--- src/rtl/pll_reset_sequencer_pkg.sv ---
// Shared types and helpers for the PLL reset sequencer: state encoding and a
// saturating increment used by the retry and lock-loss counters.
package pll_seq_pkg;

  typedef enum logic [2:0] {
    PLL_RST,
    WAIT_LOCK,
    STABILIZE,
    RUN,
    FAULT
  } seq_state_t;

  function automatic logic [7:0] sat_inc(input logic [7:0] value, input logic [7:0] limit);
    return (value >= limit) ? limit : value + 8'd1;
  endfunction

endpackage

--- src/rtl/pll_reset_sequencer_sync_2ff.sv ---
// Two-flop synchroniser for a single asynchronous level; both flops clear on reset.
module sync_2ff (
  input  logic clock_in,
  input  logic reset,
  input  logic d,
  output logic q
);

  logic meta;

  always_ff @(posedge clock_in) begin
    if (reset) begin
      meta <= 1'b0;
      q    <= 1'b0;
    end else begin
      meta <= d;
      q    <= meta;
    end
  end

endmodule

--- src/rtl/pll_reset_sequencer.sv ---
// PLL power-up sequencer: pulses PLL RESETB, waits for a stable lock, then releases
// the system reset; retries on timeout and falls back to bypass. Optional LOCK_LOSS_COUNT_EN.
module pll_reset_sequencer
  import pll_seq_pkg::*;
#(
  parameter int RESET_CYCLES   = 16,
  parameter int STABLE_CYCLES  = 1024,
  parameter int TIMEOUT_CYCLES = 65536,
  parameter int MAX_RETRIES    = 3
) (
  input  logic       clock_in,
  input  logic       reset,
  input  logic       pll_locked,
  input  logic       restart,
  output logic       pll_resetb,
  output logic       pll_bypass,
  output logic       sys_reset,
  output logic       ready,
  output logic       fault,
  output logic [1:0] retry_count
`ifdef LOCK_LOSS_COUNT_EN
  ,
  output logic [7:0] lock_loss_count
`endif
);

  localparam int MAX_A      = (RESET_CYCLES > STABLE_CYCLES) ? RESET_CYCLES : STABLE_CYCLES;
  localparam int MAX_CYCLES = (MAX_A > TIMEOUT_CYCLES) ? MAX_A : TIMEOUT_CYCLES;
  localparam int CW         = $clog2(MAX_CYCLES) + 1;

  localparam logic [CW-1:0] RST_LAST    = CW'(RESET_CYCLES - 1);
  localparam logic [CW-1:0] STABLE_LAST = CW'(STABLE_CYCLES - 1);
  localparam logic [CW-1:0] TO_LAST     = CW'(TIMEOUT_CYCLES - 1);
  localparam logic [1:0]    RETRY_MAX   = 2'(MAX_RETRIES);

  seq_state_t    state;
  logic [CW-1:0] cnt;
  logic          lock_s;
  logic [1:0]    next_retry;

  sync_2ff u_lock_sync (
    .clock_in (clock_in),
    .reset    (reset),
    .d        (pll_locked),
    .q        (lock_s)
  );

  assign next_retry = 2'(sat_inc(8'(retry_count), 8'(RETRY_MAX)));

  // Every counter compare stops at its last value and clears, so cnt never wraps.
  always_ff @(posedge clock_in) begin
    if (reset || restart) begin
      state       <= PLL_RST;
      cnt         <= '0;
      pll_resetb  <= 1'b0;
      pll_bypass  <= 1'b0;
      sys_reset   <= 1'b1;
      ready       <= 1'b0;
      fault       <= 1'b0;
      retry_count <= 2'd0;
    end else begin
      case (state)
        PLL_RST: begin
          if (cnt == RST_LAST) begin
            state      <= WAIT_LOCK;
            cnt        <= '0;
            pll_resetb <= 1'b1;
          end else begin
            cnt <= cnt + CW'(1);
          end
        end

        WAIT_LOCK: begin
          if (lock_s) begin
            state <= STABILIZE;
            cnt   <= '0;
          end else if (cnt == TO_LAST) begin
            cnt         <= '0;
            retry_count <= next_retry;
            if (next_retry == RETRY_MAX) begin
              state      <= FAULT;
              fault      <= 1'b1;
              pll_bypass <= 1'b1;
              sys_reset  <= 1'b0;
            end else begin
              state      <= PLL_RST;
              pll_resetb <= 1'b0;
            end
          end else begin
            cnt <= cnt + CW'(1);
          end
        end

        STABILIZE: begin
          if (!lock_s) begin
            state <= WAIT_LOCK;
            cnt   <= '0;
          end else if (cnt == STABLE_LAST) begin
            state     <= RUN;
            cnt       <= '0;
            sys_reset <= 1'b0;
            ready     <= 1'b1;
          end else begin
            cnt <= cnt + CW'(1);
          end
        end

        RUN: begin
          if (!lock_s) begin
            state      <= PLL_RST;
            cnt        <= '0;
            pll_resetb <= 1'b0;
            sys_reset  <= 1'b1;
            ready      <= 1'b0;
          end
        end

        FAULT: begin
          state <= FAULT;
        end

        default: begin
          state      <= PLL_RST;
          cnt        <= '0;
          pll_resetb <= 1'b0;
          pll_bypass <= 1'b0;
          sys_reset  <= 1'b1;
          ready      <= 1'b0;
          fault      <= 1'b0;
        end
      endcase
    end
  end

`ifdef LOCK_LOSS_COUNT_EN
  // A restart out of RUN is a request, not a lock loss, so it is not counted.
  always_ff @(posedge clock_in) begin
    if (reset) begin
      lock_loss_count <= 8'd0;
    end else if (state == RUN && !lock_s && !restart) begin
      lock_loss_count <= sat_inc(lock_loss_count, 8'd255);
    end
  end
`endif

endmodule

--- config.mk ---
export PLATFORM = sky130hd
export DESIGN_NAME = pll_reset_sequencer
export DESIGN_NICKNAME = d
export VERILOG_FILES = /design/src/rtl/pll_reset_sequencer_pkg.sv /design/src/rtl/pll_reset_sequencer_sync_2ff.sv /design/src/rtl/pll_reset_sequencer.sv
export SDC_FILE = /design/constraint.sdc
export NUM_CORES = 1
export LEC_CHECK = 0
export BUFFER_PORTS_ARGS = -buffer_cell sky130_fd_sc_hd__buf_2
export CAP_MARGIN = 40
export CORE_MARGIN = 3
export CORE_UTILIZATION = 38
export CTS_BUF_LIST = sky130_fd_sc_hd__clkbuf_4
export CTS_CLUSTER_SIZE = 12
export DETAILED_ROUTE_END_ITERATION = 7
export PLACE_DENSITY_LB_ADDON = 0.25
export SLEW_MARGIN = 15
export SYNTH_ARGS = -nofsm -noshare
export SYNTH_HDL_FRONTEND = slang
export SYNTH_SLANG_ARGS = --single-unit
--- constraint.sdc ---
create_clock -name clock_in -period 3 [get_ports clock_in]
set_input_delay 0.6 -clock clock_in [delete_from_list [all_inputs] [get_ports clock_in]]
set_output_delay 0.6 -clock clock_in [all_outputs]
set_load 0.03 [all_outputs]
==> results of run 1 <==
==> power breakdown <==
| group | switching (mW) | leakage (nW) | internal, mW |
|---|---|---|---|
| Clock | 0.107 | 0.0154 | 0.0487 |
| Sequential | 0.00296 | 0.226 | 0.375 |
| Combinational | 0.0107 | 0.358 | 0.00789 |
==> cell type report <==
class,instances,area [sq um]
clock buffers,3,22.5
clock inverters,1,3.75
fillers,378,2140
inverters,4,15.0
multi-input cells,141,927
flip-flops and latches,28,561
well taps,48,60.1
repair buffers,13,70.1
==> worst max-delay path, cell delays in order, from the launching register on <==
cell and delay [ns]:
dfxtp_1 0.42, ha_1 0.20, nand3_1 0.23, nor3b_4 0.27, nand3_1 0.12, inv_1 0.07, ha_1 0.28, nor4_2 0.13
clkbuf_2 0.20, or3_1 0.43, o211a_1 0.23
==> placed cells by master (no fill, tap or decap), types with 4 or more instances in the layout <==
cell type,instances
dfxtp_1,28
a21oi_1,13
xor2_1,4
nand4_1,4
nand2_1,15
o32ai_1,4
nor2_1,25
nand3_1,7
and3_1,4
buf_2,10
nor3_1,6
nor2b_1,7
xnor2_1,6
inv_1,4
nor4_1,4
==> cells in the mapped netlist (5+ instances only) <==
cell type / number
nor2b_1: 7
clkbuf_1: 5
nand3_1: 7
nand2_1: 15
xnor2_1: 6
nor3_1: 6
dfxtp_1: 28
nor2_1: 25
a21oi_1: 13
==> cell families (layout without fill, tap and decap cells) <==
family	after synthesis	in the layout	share of synthesized area (%)
flops	28	28	36.0
fa+ha+maj	3	3	2.41
buf+inv	13	21	4.57
mux	1	1	0.722
xor+xnor	10	10	5.62
compound gates	37	37	18.2
simple gates	90	90	32.5
==> per-stage QoR <==
| stage | worst slack [ns] | hold WS, ns | area (sq um) |
|---|---|---|---|
| after detailed placement | 0.388 | 0.430 | 1630 |
| final | 0.343 | 0.450 | 1660 |
| after CTS | 0.377 | 0.431 | 1650 |
| after global placement | 0.476 | 0.421 | 1630 |
| after floorplan | 0.630 | 0.414 | 1560 |
| after global routing | 0.120 | 0.419 | 1660 |
==> flip-flops by register name, indices dropped and copies added (netlist names) <==
| signal | flops |
|---|---|
| cnt | 17 |
| fault | 1 |
| pll_resetb | 1 |
| ready | 1 |
| retry_count | 2 |
| state | 3 |
| sys_reset | 1 |
| u_lock_sync.meta | 1 |
| u_lock_sync.q | 1 |
==> metal layers <==
layer	vias up	global-route usage (%)	wire, um	part of all wire, %
met5	-	0	0	0
met4	0	2.34	24	0.75
met3	4	3.31	116	3.6
met2	25	22.5	1520	47
met1	618	16.9	1550	48
li1	671	-	-	-
==> worst min path at each step <==
stage | startpoint | to | slack, ns | cells past startpoint
2_1_floorplan | u_lock_sync.meta | u_lock_sync.q | 0.41 | 1
3_3_place_gp | u_lock_sync.meta | u_lock_sync.q | 0.42 | 1
3_5_place_dp | u_lock_sync.meta | u_lock_sync.q | 0.43 | 1
4_1_cts | reset | u_lock_sync.q | 0.43 | 2
5_1_grt | reset | u_lock_sync.meta | 0.42 | 2
6_report | reset | u_lock_sync.q | 0.45 | 2
==> reports/qor.csv, run 1 <==
stage;metric;value;unit
timing;crit path time final;2.66;ns
timing;fin crit share;88.6;%
placed_design;placed insts;233;
cts;post-CTS resize count;0;
floorplanning;die width;70.1;um
routing;mean routed wirelength per cell;13.5;um
power;Static Leakage;0.600;nW
power;pwr dens;332;nW/um^2
synth;Syn Area/Cell;8.57;sq um
synth;sequential-to-total area share from yosys stat;36.0;%
timing;measured slew at the worst slew-check pin;0.689;ns
cts;postcts setup bufs;0;
cts;Sinks on Clock Net;28;
layout;final core occ;43.7;%
routing;DR pass1 iterations;4;
synth;post-synth top area cell;dfxtp_1;
cts;Hold Buf Count CTS;0;
timing;setup TNS;0;ns
placed_design;number of buffers added on ports;10;
grt;grt ovf;0;
setup_path;reg2reg setup slack;0.34;ns
setup_path;worst setup path startpoint;cnt[0];
synth;top-area cell type share of the netlist area;36.0;%
cts;root buf cell;clkbuf_4;
routing;drt drc;0;
grt;vias in the first global route;1206;
setup_path;Worst R2R Path Depth;10;
timing;relative slew slack;54.1;%
cts;Max clock buf depth;2;
layout;Syn-to-layout area delta;6.42;%
layout;ANT cells;0;
timing;Max Fclk;376;MHz
floorplanning;core area;3800;sq um
cts;H-tree levels;1;
worst_hold_path;hold crit path type;input pin to register;
floorplanning;Initial Utilization;41.0;%
floorplanning;Top Ports;11;
setup_path;Max FO, Critical Path;7;
synth;Syn. warnings;0;
synth;main area contributors after synthesis;dfxtp_1, nor2_1, a21oi_1;
layout;final-stage net count;198;
timing;Setup Skew;0.00410;ns
routing;DRT iter0 DRCs;65;
layout;fraction of layout cells with a size suffix above 1;16.3;%
setup_path;CP Class;register to register;
synth;Post-Syn Area;1560;sq um
synth;FF+latch count, synth;28;
cts;Reg clk slew, reported paths;0.15;ns
floorplanning;Rows;22;
setup_path;critical path required time;3.23;ns
placed_design;GP Congestion;0.890;
floorplanning;Die Height;70.1;um
power;IR drop worst, VDD;0.270;mV
power;Power, Total;0.551;mW
synth;fraction of registers with async set/reset;0;%
cts;Worst-Skew Late Latency;0.32;ns
setup_path;FF-to-FF End;cnt[0];
setup_path;crit path to;cnt[0];
timing;final setup violation count;0;
grt;initial antenna violation count;0;
floorplanning;Die Footprint;4910;sq um
flow_run;Max-Cap Viols;0;
synth;syn nets;189;
cts;CTS tree;yes;
synth;Post-synth EDFFs;0;
routing;vias;1318;
routing;ANT nets after route;0;
synth;Post-Synthesis Cells;182;
timing;count of final hold-check violations;0;
outcome;outcome;completed;
grt;largest net degree at the start of global routing;19;
layout;Final Non-Filler Cells;238;
synth;Yosys cell types;50;
setup_path;Crit. End Element;register;
setup_path;reg-to-reg startpoint;cnt[0];
synth;Post-synth top flop;dfxtp_1;
grt;first-pass GRT wire length;5390;um
routing;Routed WL;3220;um
routing;via-per-instance ratio;5.54;
placed_design;DP Wirelength;2300;um
grt;GRT Total Usage;13.2;%
timing;fin. max-slew vios;0;
cts;CTS Buf Count;3;
setup_path;Critical Path AT;2.89;ns
timing;RSZ-0062 raised after global routing;no;
setup_path;Startpoint Class;register;
Note: power is estimated with default switching activity, not from simulation.
==> run 2: changes to the inputs <==
- SETUP_SLACK_MARGIN: default -> 0.4
- SKIP_CTS_REPAIR_TIMING: default -> 1
==> reports/qor.csv, run 2 (synthesized netlist as in run 1, its figures left out) <==
stage;metric;value;unit;change
layout;multi-input logic area;945;sq um;+1.9%
grt;vias in the first global route;1206;;unchanged
timing;relative slew slack;55.3;%;+1.2 points
floorplanning;Die Footprint;4910;sq um;unchanged
setup_path;Startpoint Class;register;;
outcome;outcome;completed;;
power;Power, Total;0.552;mW;+0.15%
layout;fraction of layout cells with a size suffix above 1;18.9;%;+2.6 points
setup_path;Critical Path AT;2.67;ns;-0.22 ns
layout;final-stage net count;198;;unchanged
setup_path;CP peak stage delay;0.42;ns;about the same
routing;via-per-instance ratio;5.54;;unchanged
power;Static Leakage;0.598;nW;-0.34%
routing;DR pass1 iterations;4;;unchanged
grt;first-pass GRT wire length;5390;um;unchanged
placed_design;GP Congestion;0.890;;unchanged
setup_path;CP Class;register to register;;
timing;fin worst setup slack;0.560;ns;+0.216 ns
timing;crit path time final;2.44;ns;-0.216 ns
grt;GRT Total Usage;13.2;%;unchanged
floorplanning;Rows;22;;unchanged
cts;CTS tree;yes;;
placed_design;DP Wirelength;2300;um;unchanged
timing;measured slew at the worst slew-check pin;0.670;ns;-0.0184 ns
timing;Setup Skew;0.00336;ns;-0.000735 ns
timing;fin. max-slew vios;0;;unchanged
cts;Sinks on Clock Net;28;;unchanged
setup_path;WP buf/inv;2;;unchanged
setup_path;Crit path max-delay family;simple AND/OR/NAND/NOR gates;;
timing;setup TNS;0;ns;unchanged
floorplanning;Initial Utilization;41.0;%;unchanged
setup_path;Critical Path, Cell by Cell;ha_2 -> nand3_4 -> nor3b_4 -> nand3_1 -> inv_1 -> ha_2 -> nor4_2 -> buf_2 -> or3_1 -> o211a_1;;
timing;fin crit share;81.3;%;-7.2 points
layout;commonest non-fill, non-tap cell in the layout;dfxtp_1;;
power;pwr dens;329;nW/um^2;-1.0%
layout;final core occ;44.2;%;+0.53 points
routing;Routed WL;3240;um;+0.84%
setup_path;critical path required time;3.23;ns;about the same
cts;root buf cell;clkbuf_4;;
setup_path;slowest CP cell;or3_1;;
power;IR drop worst, VDD;0.270;mV;+0.13%
timing;final hold slack;0.448;ns;-0.00118 ns
grt;initial antenna violation count;0;;unchanged
grt;grt ovf;0;;unchanged
flow_run;Max-Cap Viols;0;;unchanged
layout;most flop-heavy register;cnt;;
layout;fillers;378;;unchanged
layout;Largest regs;cnt (17), state (3), retry_count (2);;
timing;final setup violation count;0;;unchanged
placed_design;number of buffers added on ports;10;;unchanged
placed_design;pre-CTS WS;0.388;ns;unchanged
floorplanning;core area;3800;sq um;unchanged
timing;RSZ-0062 raised after global routing;no;;
floorplanning;die width;70.1;um;unchanged
grt;largest net degree at the start of global routing;19;;unchanged
routing;drt drc;0;;unchanged
layout;commonest non-fill, non-tap cells in the layout;dfxtp_1, nor2_1, nand2_1;;
setup_path;Max FO, Critical Path;7;;unchanged
cts;Reg clk slew, reported paths;0.14;ns;about the same
floorplanning;Die Height;70.1;um;unchanged
routing;vias;1318;;unchanged
setup_path;Most Frequent Cell on Critical Path;ha_2;;
timing;count of final hold-check violations;0;;unchanged
timing;Max Fclk;410;MHz;+8.9%
cts;Max clock buf depth;2;;unchanged
cts;H-tree levels;1;;unchanged
cts;Worst-Skew Late Latency;0.32;ns;about the same
worst_hold_path;hold crit path type;input pin to register;;
cts;CTS Buf Count;3;;unchanged
layout;Syn-to-layout area delta;7.70;%;
routing;mean routed wirelength per cell;13.6;um;+0.84%
layout;register area;563;sq um;+0.45%
layout;ANT cells;0;;unchanged
routing;ANT nets after route;0;;unchanged
floorplanning;Top Ports;11;;unchanged
setup_path;Crit. End Element;register;;
routing;DRT iter0 DRCs;66;;+1.5%
layout;Largest register FFs;17;;unchanged
## run 2: cell types whose count changed in the layout (fill, tap and decap cells not counted), sizes merged
cell	delta
clkbuf	-1
buf	+1
## run 2: path summary, 6_finish.rpt
check / end / start / cells after the start / slack, ns
worst min register to register: pll_resetb / pll_resetb / 2 / 0.45
worst max-delay path: cnt[0] / cnt[0] / 10 / 0.56
worst max register to register: cnt[0] / cnt[0] / 10 / 0.56
worst min-delay path: u_lock_sync.q / reset / 2 / 0.45
## run 2: power breakdown
part | switching, mW | total [mW] | internal [mW]
Combinational | 0.0107 | 0.0188 | 0.00804
Clock | 0.107 | 0.156 | 0.0488
Sequential | 0.00304 | 0.378 | 0.375
Total | 0.121 | 0.552 | 0.432
## run 2: metrics by stage
step	cell area, sq um	instances
5_1_grt	1680	238
6_report	1680	238
3_3_place_gp	1630	233
4_1_cts	1650	237
2_1_floorplan	1560	182
3_5_place_dp	1630	233
## run 2: cell type report
cell class	instances	share of cell area, %
inverters	4	0.894
well taps	48	3.58
clock buffers	3	1.34
flip-flops and latches	28	33.5
multi-input cells	141	56.3
clock inverters	1	0.224
repair buffers	13	4.17
## run 2: per-layer routing
metal  global-route usage (%)  vias to the layer above  wire, um
li1                         -                      672         -
met1                     16.9                      619      1560
met2                     22.5                       23      1530
met3                     3.31                        4       127
met4                     2.34                        0        24
met5                        0                        -         0
